==> config.mk <==
export PLATFORM = sky130hd
export DESIGN_NAME = mult_seq_ctrl
export DESIGN_NICKNAME = d
export VERILOG_FILES = /design/src/rtl/mult_seq_pkg.sv /design/src/rtl/mult_seq_timer.sv /design/src/rtl/mult_seq_ctrl.sv
export SDC_FILE = /design/constraint.sdc
export NUM_CORES = 1
export LEC_CHECK = 0
export CORE_MARGIN = 2
export CORE_UTILIZATION = 47
export DETAILED_ROUTE_END_ITERATION = 7
export PLACE_DENSITY = 0.85
export SYNTH_ARGS = -nofsm -noshare
export SYNTH_HDL_FRONTEND = slang
export SYNTH_SLANG_ARGS = --single-unit
==> constraint.sdc <==
create_clock -name clk -period 3 [get_ports clk]
set_clock_uncertainty 0.15 [all_clocks]
set_input_delay 0.45 -clock clk [delete_from_list [all_inputs] [get_ports clk]]
set_output_delay 0.45 -clock clk [all_outputs]
set_load 0.1 [all_outputs]
==> src/rtl/mult_seq_pkg.sv <==
// Shared definitions for the repeated-addition multiplier sequencer.
package mult_seq_pkg;

  localparam int unsigned MULT_WIDTH   = 16;
  localparam int unsigned MULT_TIMEOUT = 70000;

  typedef enum logic [2:0] {
    ST_IDLE  = 3'd0,
    ST_CLEAR = 3'd1,
    ST_START = 3'd2,
    ST_WAIT  = 3'd3,
    ST_RESP  = 3'd4
  } seq_state_e;

endpackage

==> src/rtl/mult_seq_timer.sv <==
// Watchdog counter: clears on clr, counts while en, saturates at TIMEOUT-1.
module mult_seq_timer
  import mult_seq_pkg::*;
#(
  parameter int unsigned TIMEOUT = MULT_TIMEOUT
) (
  input  logic clk,
  input  logic res_n,
  input  logic clr,
  input  logic en,
  output logic expire_c
);

  localparam int unsigned CW = (TIMEOUT > 1) ? $clog2(TIMEOUT) : 1;
  localparam logic [CW-1:0] LAST = CW'(TIMEOUT - 1);

  logic [CW-1:0] count_q;

  // Cycle counter; holds at LAST so it can never wrap back to zero.
  always_ff @(posedge clk or negedge res_n) begin
    if (!res_n) begin
      count_q <= '0;
    end else if (clr) begin
      count_q <= '0;
    end else if (en && (count_q != LAST)) begin
      count_q <= count_q + CW'(1);
    end
  end

  assign expire_c = (count_q == LAST);

endmodule

==> src/rtl/mult_seq_ctrl.sv <==
// Sequencer: feeds operand pairs to the multiplier, collects the product,
// and aborts with a timeout flag if done never arrives.
module mult_seq_ctrl
  import mult_seq_pkg::*;
#(
  parameter int unsigned WIDTH   = MULT_WIDTH,
  parameter int unsigned TIMEOUT = MULT_TIMEOUT
) (
  input  logic               clk,
  input  logic               res_n,
  input  logic               req_valid,
  output logic               req_ready,
  input  logic [WIDTH-1:0]   req_a,
  input  logic [WIDTH-1:0]   req_b,
  output logic               rsp_valid,
  input  logic               rsp_ready,
  output logic [2*WIDTH-1:0] rsp_product,
  output logic               rsp_timeout,
  output logic               busy,
  output logic               mul_res_n,
  output logic               mul_start,
  output logic [WIDTH-1:0]   mul_arg1,
  output logic [WIDTH-1:0]   mul_arg2,
  input  logic               mul_done,
  input  logic [2*WIDTH-1:0] mul_product
);

  localparam int unsigned PW = 2 * WIDTH;

  seq_state_e       state_q, state_d;
  logic [WIDTH-1:0] arg1_d, arg2_d;
  logic [PW-1:0]    prod_d;
  logic             tout_d;
  logic             accept_c;
  logic             expire_c;

  // req_ready is only high in IDLE, so this is the handshake.
  assign accept_c = req_valid & req_ready;

  mult_seq_timer #(
    .TIMEOUT (TIMEOUT)
  ) u_timer (
    .clk      (clk),
    .res_n    (res_n),
    .clr      (state_q == ST_START),
    .en       (state_q == ST_WAIT),
    .expire_c (expire_c)
  );

  // Next state and next values of the latched operands/result.
  always_comb begin
    state_d = state_q;
    arg1_d  = mul_arg1;
    arg2_d  = mul_arg2;
    prod_d  = rsp_product;
    tout_d  = rsp_timeout;
    unique case (state_q)
      ST_IDLE: begin
        if (accept_c) begin
          arg1_d  = req_a;
          arg2_d  = req_b;
          state_d = ST_CLEAR;
        end
      end
      ST_CLEAR: state_d = ST_START;
      ST_START: state_d = ST_WAIT;
      ST_WAIT: begin
        // done has priority over a coincident expiry
        if (mul_done) begin
          prod_d  = mul_product;
          tout_d  = 1'b0;
          state_d = ST_RESP;
        end else if (expire_c) begin
          prod_d  = '0;
          tout_d  = 1'b1;
          state_d = ST_RESP;
        end
      end
      ST_RESP: begin
        if (rsp_ready) begin
          state_d = ST_IDLE;
        end
      end
      default: state_d = ST_IDLE;
    endcase
  end

  // State register.
  always_ff @(posedge clk or negedge res_n) begin
    if (!res_n) begin
      state_q <= ST_IDLE;
    end else begin
      state_q <= state_d;
    end
  end

  // Registered outputs decoded from the upcoming state; multiplier held in reset during res_n.
  always_ff @(posedge clk or negedge res_n) begin
    if (!res_n) begin
      req_ready   <= 1'b0;
      rsp_valid   <= 1'b0;
      rsp_product <= '0;
      rsp_timeout <= 1'b0;
      busy        <= 1'b0;
      mul_res_n   <= 1'b0;
      mul_start   <= 1'b0;
      mul_arg1    <= '0;
      mul_arg2    <= '0;
    end else begin
      req_ready   <= (state_d == ST_IDLE);
      rsp_valid   <= (state_d == ST_RESP);
      rsp_product <= prod_d;
      rsp_timeout <= tout_d;
      busy        <= (state_d != ST_IDLE);
      mul_res_n   <= (state_d != ST_CLEAR);
      mul_start   <= (state_d == ST_START);
      mul_arg1    <= arg1_d;
      mul_arg2    <= arg2_d;
    end
  end

endmodule

---- Word level (Yosys, flattened, before mapping) ----
Index checks and enable logic that the tools add are counted.
Widths: inputs -> output; s select.
operators by class
  add/subtract/negate cells ............... 1
  eq/ne operators ......................... 9
  muxes and demuxes ....................... 11
  bitwise gates (word level) .............. 1
  reduce and logical (&&, ||, !) cells .... 8
operator list
  operator               number
  $mux 32                2
  $mux 17                2
  $add 17x1->17 const B  1
  $eq 17x17->1 const B   1
  $ne 17x17->1 const B   1
  $pmux 3 s5             1
  $mux 3                 4
  $eq 3x2->1 const B     3
  $eq 3x3->1 const B     2
  $logic_not 3->1        2
  $reduce_and 2->1       2
  $reduce_bool 2->1      2
  $eq 3x1->1 const B     1
  $ne 3x1->1 const B     1
  $reduce_bool 3->1      1
  $mux 1                 2
  $and 1x1->1            1
  $logic_and 1x1->1      1
storage, ports and cells
  bits in registers ....................... 90
  input port bits ......................... 69
  word-level logic and storage cells ...... 41

---- Logic depth before layout (Yosys ltp) ----
  depth in word-level cells ............... 5
  mapped depth ............................ 6

---- Hierarchy ----
Synthesis repeated with hierarchy kept, for this count alone.
second synthesis, totals
  cell total of the unflattened synthesis .. 268
  area, all modules ....................... 3756.1 µm²
modules (own cells, without submodules)
  module          cells an instance  seq. area each (µm²)  times used  area each (µm²)
  mult_seq_ctrl   168                1826.8                1           2803.9
  mult_seq_timer  100                425.4                 1           952.2

---- Worst setup path after synthesis ----
No wires, ideal clock.
  path type ............................... register to register
  from .................................... reg req_ready
  to ...................................... reg mul_arg1[0]
  cell stages (with the launch flop) ...... 5
  period minus slack after synthesis ...... 2.271 ns
  path buffers ............................ 1
  required time ........................... 2.722 ns
  setup slack ............................. 0.729 ns
  data arrival time ....................... 1.993 ns
  path through ............................ dfrtp_1 > nand2_1 > nor4_4 > buf_2 > mux2_1
on the way
  cells in the longest elaborated chain, start to end .. 2
RTL lines
  item                        RTL line              source
  start: declaration          mult_seq_ctrl.sv:12   output logic req_ready,
  start signal: assignment    mult_seq_ctrl.sv:110  req_ready <= (state_d == ST_IDLE);
  $and 1x1->1                 mult_seq_ctrl.sv:38   assign accept_c = req_valid & req_ready;
  $reduce_and 2->1 (no line)  n/a
  end signal: assignment      mult_seq_ctrl.sv:117  mul_arg1 <= arg1_d;
  end: declaration            mult_seq_ctrl.sv:22   output logic [WIDTH-1:0] mul_arg1,
Every way passes these cells.
A chain may end at the register's enable or synchronous reset.

---- Worst setup path after layout ----
  from .................................... reg u_timer.count_q[7]
  to ...................................... reg rsp_product[17]
on the way
  cells in the longest elaborated chain, start to end .. 3
RTL lines
  item                         RTL line              source
  start: declaration           mult_seq_timer.sv:17  logic [CW-1:0] count_q;
  start signal: assignment     mult_seq_timer.sv:26  count_q <= count_q + CW'(1);
  $eq 17x17->1                 mult_seq_timer.sv:30  assign expire_c = (count_q == LAST);
  $reduce_bool 2->1 (no line)  n/a
  $reduce_and 2->1 (no line)   n/a
  end signal: assignment       mult_seq_ctrl.sv:112  rsp_product <= prod_d;
  end: declaration             mult_seq_ctrl.sv:17   output logic [2*WIDTH-1:0] rsp_product,
Every way passes these cells.

==> impl_metrics.tcl <==
set metrics [dict create \
    critPathLaunch "u_timer.count_q[7]$_DFFE_PN0P_" \
    netlist_top_cells_area "dfrtp_1 62%, mux2_1 9.0%, a22o_1 7.7%" \
    syn_avg_cell_area_um2 13.3 \
    cts_sinks 90 \
    max_clock_freq_mhz 455 \
    synth_edf_count 0 \
    grt_pass1_vias 2735 \
    place.gp.congestion 0.807 \
    hold_class "flip-flop to flip-flop" \
    grt_pass1_wl_um 13200 \
    rr_startpoint "u_timer.count_q[7]$_DFFE_PN0P_" \
    synth_cell_types 41 \
    rsz0062_at_grt "false" \
    crit_chain "nor4_1 -> nand4_1 -> o21ai_1 -> nand2_1 -> buf_4 -> a22o_1" \
    die_w_um 91.8 \
    synth_area_um2 3630 \
    setup_violations 0 \
    reg2reg_depth 6 \
    synth_common_cells "90 x dfrtp_1, 32 x a22o_1, 29 x mux2_1, 16 x nor2_1" \
    yosysWarnings 0 \
    antenna_cells 0 \
    hpwlAfterDp_um 5930 \
    drtPass1Iterations 4 \
    path_buf_inv 1 \
    cts.clk_slew.worst_paths_ps 90 \
    htreeDepth 3 \
    tightest_slew_ps 590 \
    async_flop_share 1.00 \
    drc_errors 0 \
    wl_um 8180 \
    yosysTopAreaCellShare 0.621 \
    io_buffers 138 \
    slew-limit-headroom 0.606 \
    cp-end-kind "flip-flop" \
    ios 139 \
    num_vias 2687 \
    ctsResizeCount 0 \
    required_ps 3090 \
    max_stage_delay_ps 430 \
    tritoncts "done" \
    cp_top_family "simple AND/OR/NAND/NOR gates" \
    reg2reg_to "rsp_product[17]$_DFFE_PN0P_" \
    cap_violations 0 \
    synth_nets 343 \
    num-nets-final 484 \
    cts_made_buffers 9 \
    synthCells 273 \
    worstSkewPairLatency_ps 350 \
    r2r_slack_ps 800 \
    grt-ovfl-total 0 \
    routed_via_density 5.16 \
    drtAntennaViolNets 0 \
    ctsRootBufferMaster "clkbuf_8" \
    grt_max_degree 46 \
    start_kind "flip-flop" \
    drt_iter0_markers 124 \
    initial_core_util 0.477 \
    cts_max_path_buffers 2 \
    die_h_um 91.8 \
    timing.setup.tns_ps 0 \
    track_usage 0.198 \
    ys.flop_type "dfrtp_1" \
    timing.final.crit_period_ps 2200 \
    antenna_found_initial 0 \
    slowest_stage "dfrtp_1" \
    worstPathMaxFanout 32 \
    drv_slew 0 \
    crit_arrival_ps 2290 \
    postCtsHoldBufs 1 \
    synth.most_common_cell "dfrtp_1" \
    drive_gt1_frac 0.255 \
    cp-endpoint "rsp_product[17]$_DFFE_PN0P_" \
    area.growth.synth_to_final_pct 41.4 \
    path_class "flip-flop to flip-flop" \
    yosysSeqAreaShare 0.621 \
    yosys_register_bits 90 \
    postCtsSetupRepairBufs 0 \
    min_period_over_period 0.732 \
    synth_top_cell_by_area "dfrtp_1" \
    hold_viol_final 0 \
    routed_wire_length_per_instance_um 15.7 \
    status "completed" \
    path_depth 6 \
    coreArea_um2 7610 \
    rows 32 \
    die_area_um2 8430 \
]
cell type report:
type                            instances  area, µm²
Clock buffer                           11        141
Sequential cell                        90       2250
Inverter                                3       11.3
Timing Repair Buffer                  145       1270
Fill cell                             562       2480
Multi-Input combinational cell        165       1290
Clock inverter                          5       37.5
Tap cell                              102        128
metal layers:
metal | global-route usage | wire length, µm | share of wire | up-vias
li1 | - | - | - | 1275
met2 | 0.312 | 3870 | 0.47 | 109
met1 | 0.268 | 3590 | 0.44 | 1292
met5 | 0 | 0 | 0 | -
met3 | 0.0468 | 578 | 0.071 | 11
met4 | 0.0759 | 134 | 0.016 | 0
registers in the layout, summed over array words and instances, names as in the netlist:
register         flops
busy                 1
mul_arg1            16
mul_arg2            16
mul_res_n            1
mul_start            1
req_ready            1
rsp_product         32
rsp_timeout          1
rsp_valid            1
state_q              3
u_timer.count_q     17
worst reg2reg max path, delay by kind of cell (launching register included):
family                 cells  cell delay [ps]
AND/OR/NAND/NOR            3              670
buffers and inverters      1              250
AO/OA/AOI/OAI              2              590
flip-flops                 1              430
metrics by stage:
step | hold WS (ps) | instance area (µm²) | util | std cells | setup WS, ps
final | 342 | 5130 | 0.674 | 521 | 804
after global routing | 355 | 5130 | 0.674 | 521 | 623
after CTS | 346 | 5130 | 0.674 | 521 | 817
after detailed placement | 325 | 4940 | 0.649 | 504 | 721
after global placement | 319 | 4940 | 0.649 | 504 | 749
after floorplan | 4.41 | 3630 | - | 273 | 729
placed cells by master, fill, tap and decap left out, types with 2 or more instances in the layout:
master and n:
xor2_1 8, mux2_2 3, nor4_2 2, nor2_4 2, clkinvlp_4 2, nand3_1 6, nor2_1 15, o21ai_0 5
o21ai_1 2, a311oi_1 2, and3_1 3, buf_4 76, nand2_1 11, o211ai_1 2, a22o_1 32, a21oi_1 9
nor3_1 2, dfrtp_1 90, clkbuf_8 10, clkdlybuf4s50_1 67, mux2_1 29, or3_1 7, nand4_1 7, inv_1 3
logic make-up after synthesis:
family / Yosys count / synth area share
flip-flops: 90 / 0.621
AND/OR/NAND/NOR: 67 / 0.111
AO/OA/AOI/OAI: 57 / 0.121
multiplexers: 32 / 0.0994
buffers and inverters: 18 / 0.0245
XOR/XNOR: 8 / 0.0193
adder cells (fa/ha/maj): 1 / 0.00345
how the worst min path moves through the flow:
stage / slack, ps / end / from / depth (start not counted)
after floorplan: 4 / busy$_DFF_PN0_ / res_n / 0
after global placement: 320 / mul_arg1[2]$_DFFE_PN0P_ / res_n / 1
after detailed placement: 320 / mul_arg1[2]$_DFFE_PN0P_ / res_n / 1
after CTS: 350 / mul_arg1[6]$_DFFE_PN0P_ / mul_arg1[6]$_DFFE_PN0P_ / 1
after global routing: 350 / mul_arg1[6]$_DFFE_PN0P_ / mul_arg1[6]$_DFFE_PN0P_ / 1
final: 340 / mul_arg2[13]$_DFFE_PN0P_ / mul_arg2[13]$_DFFE_PN0P_ / 1
Power is not shown: default switching activity piles up to over one toggle a cycle in this logic, so the estimate is an artifact.
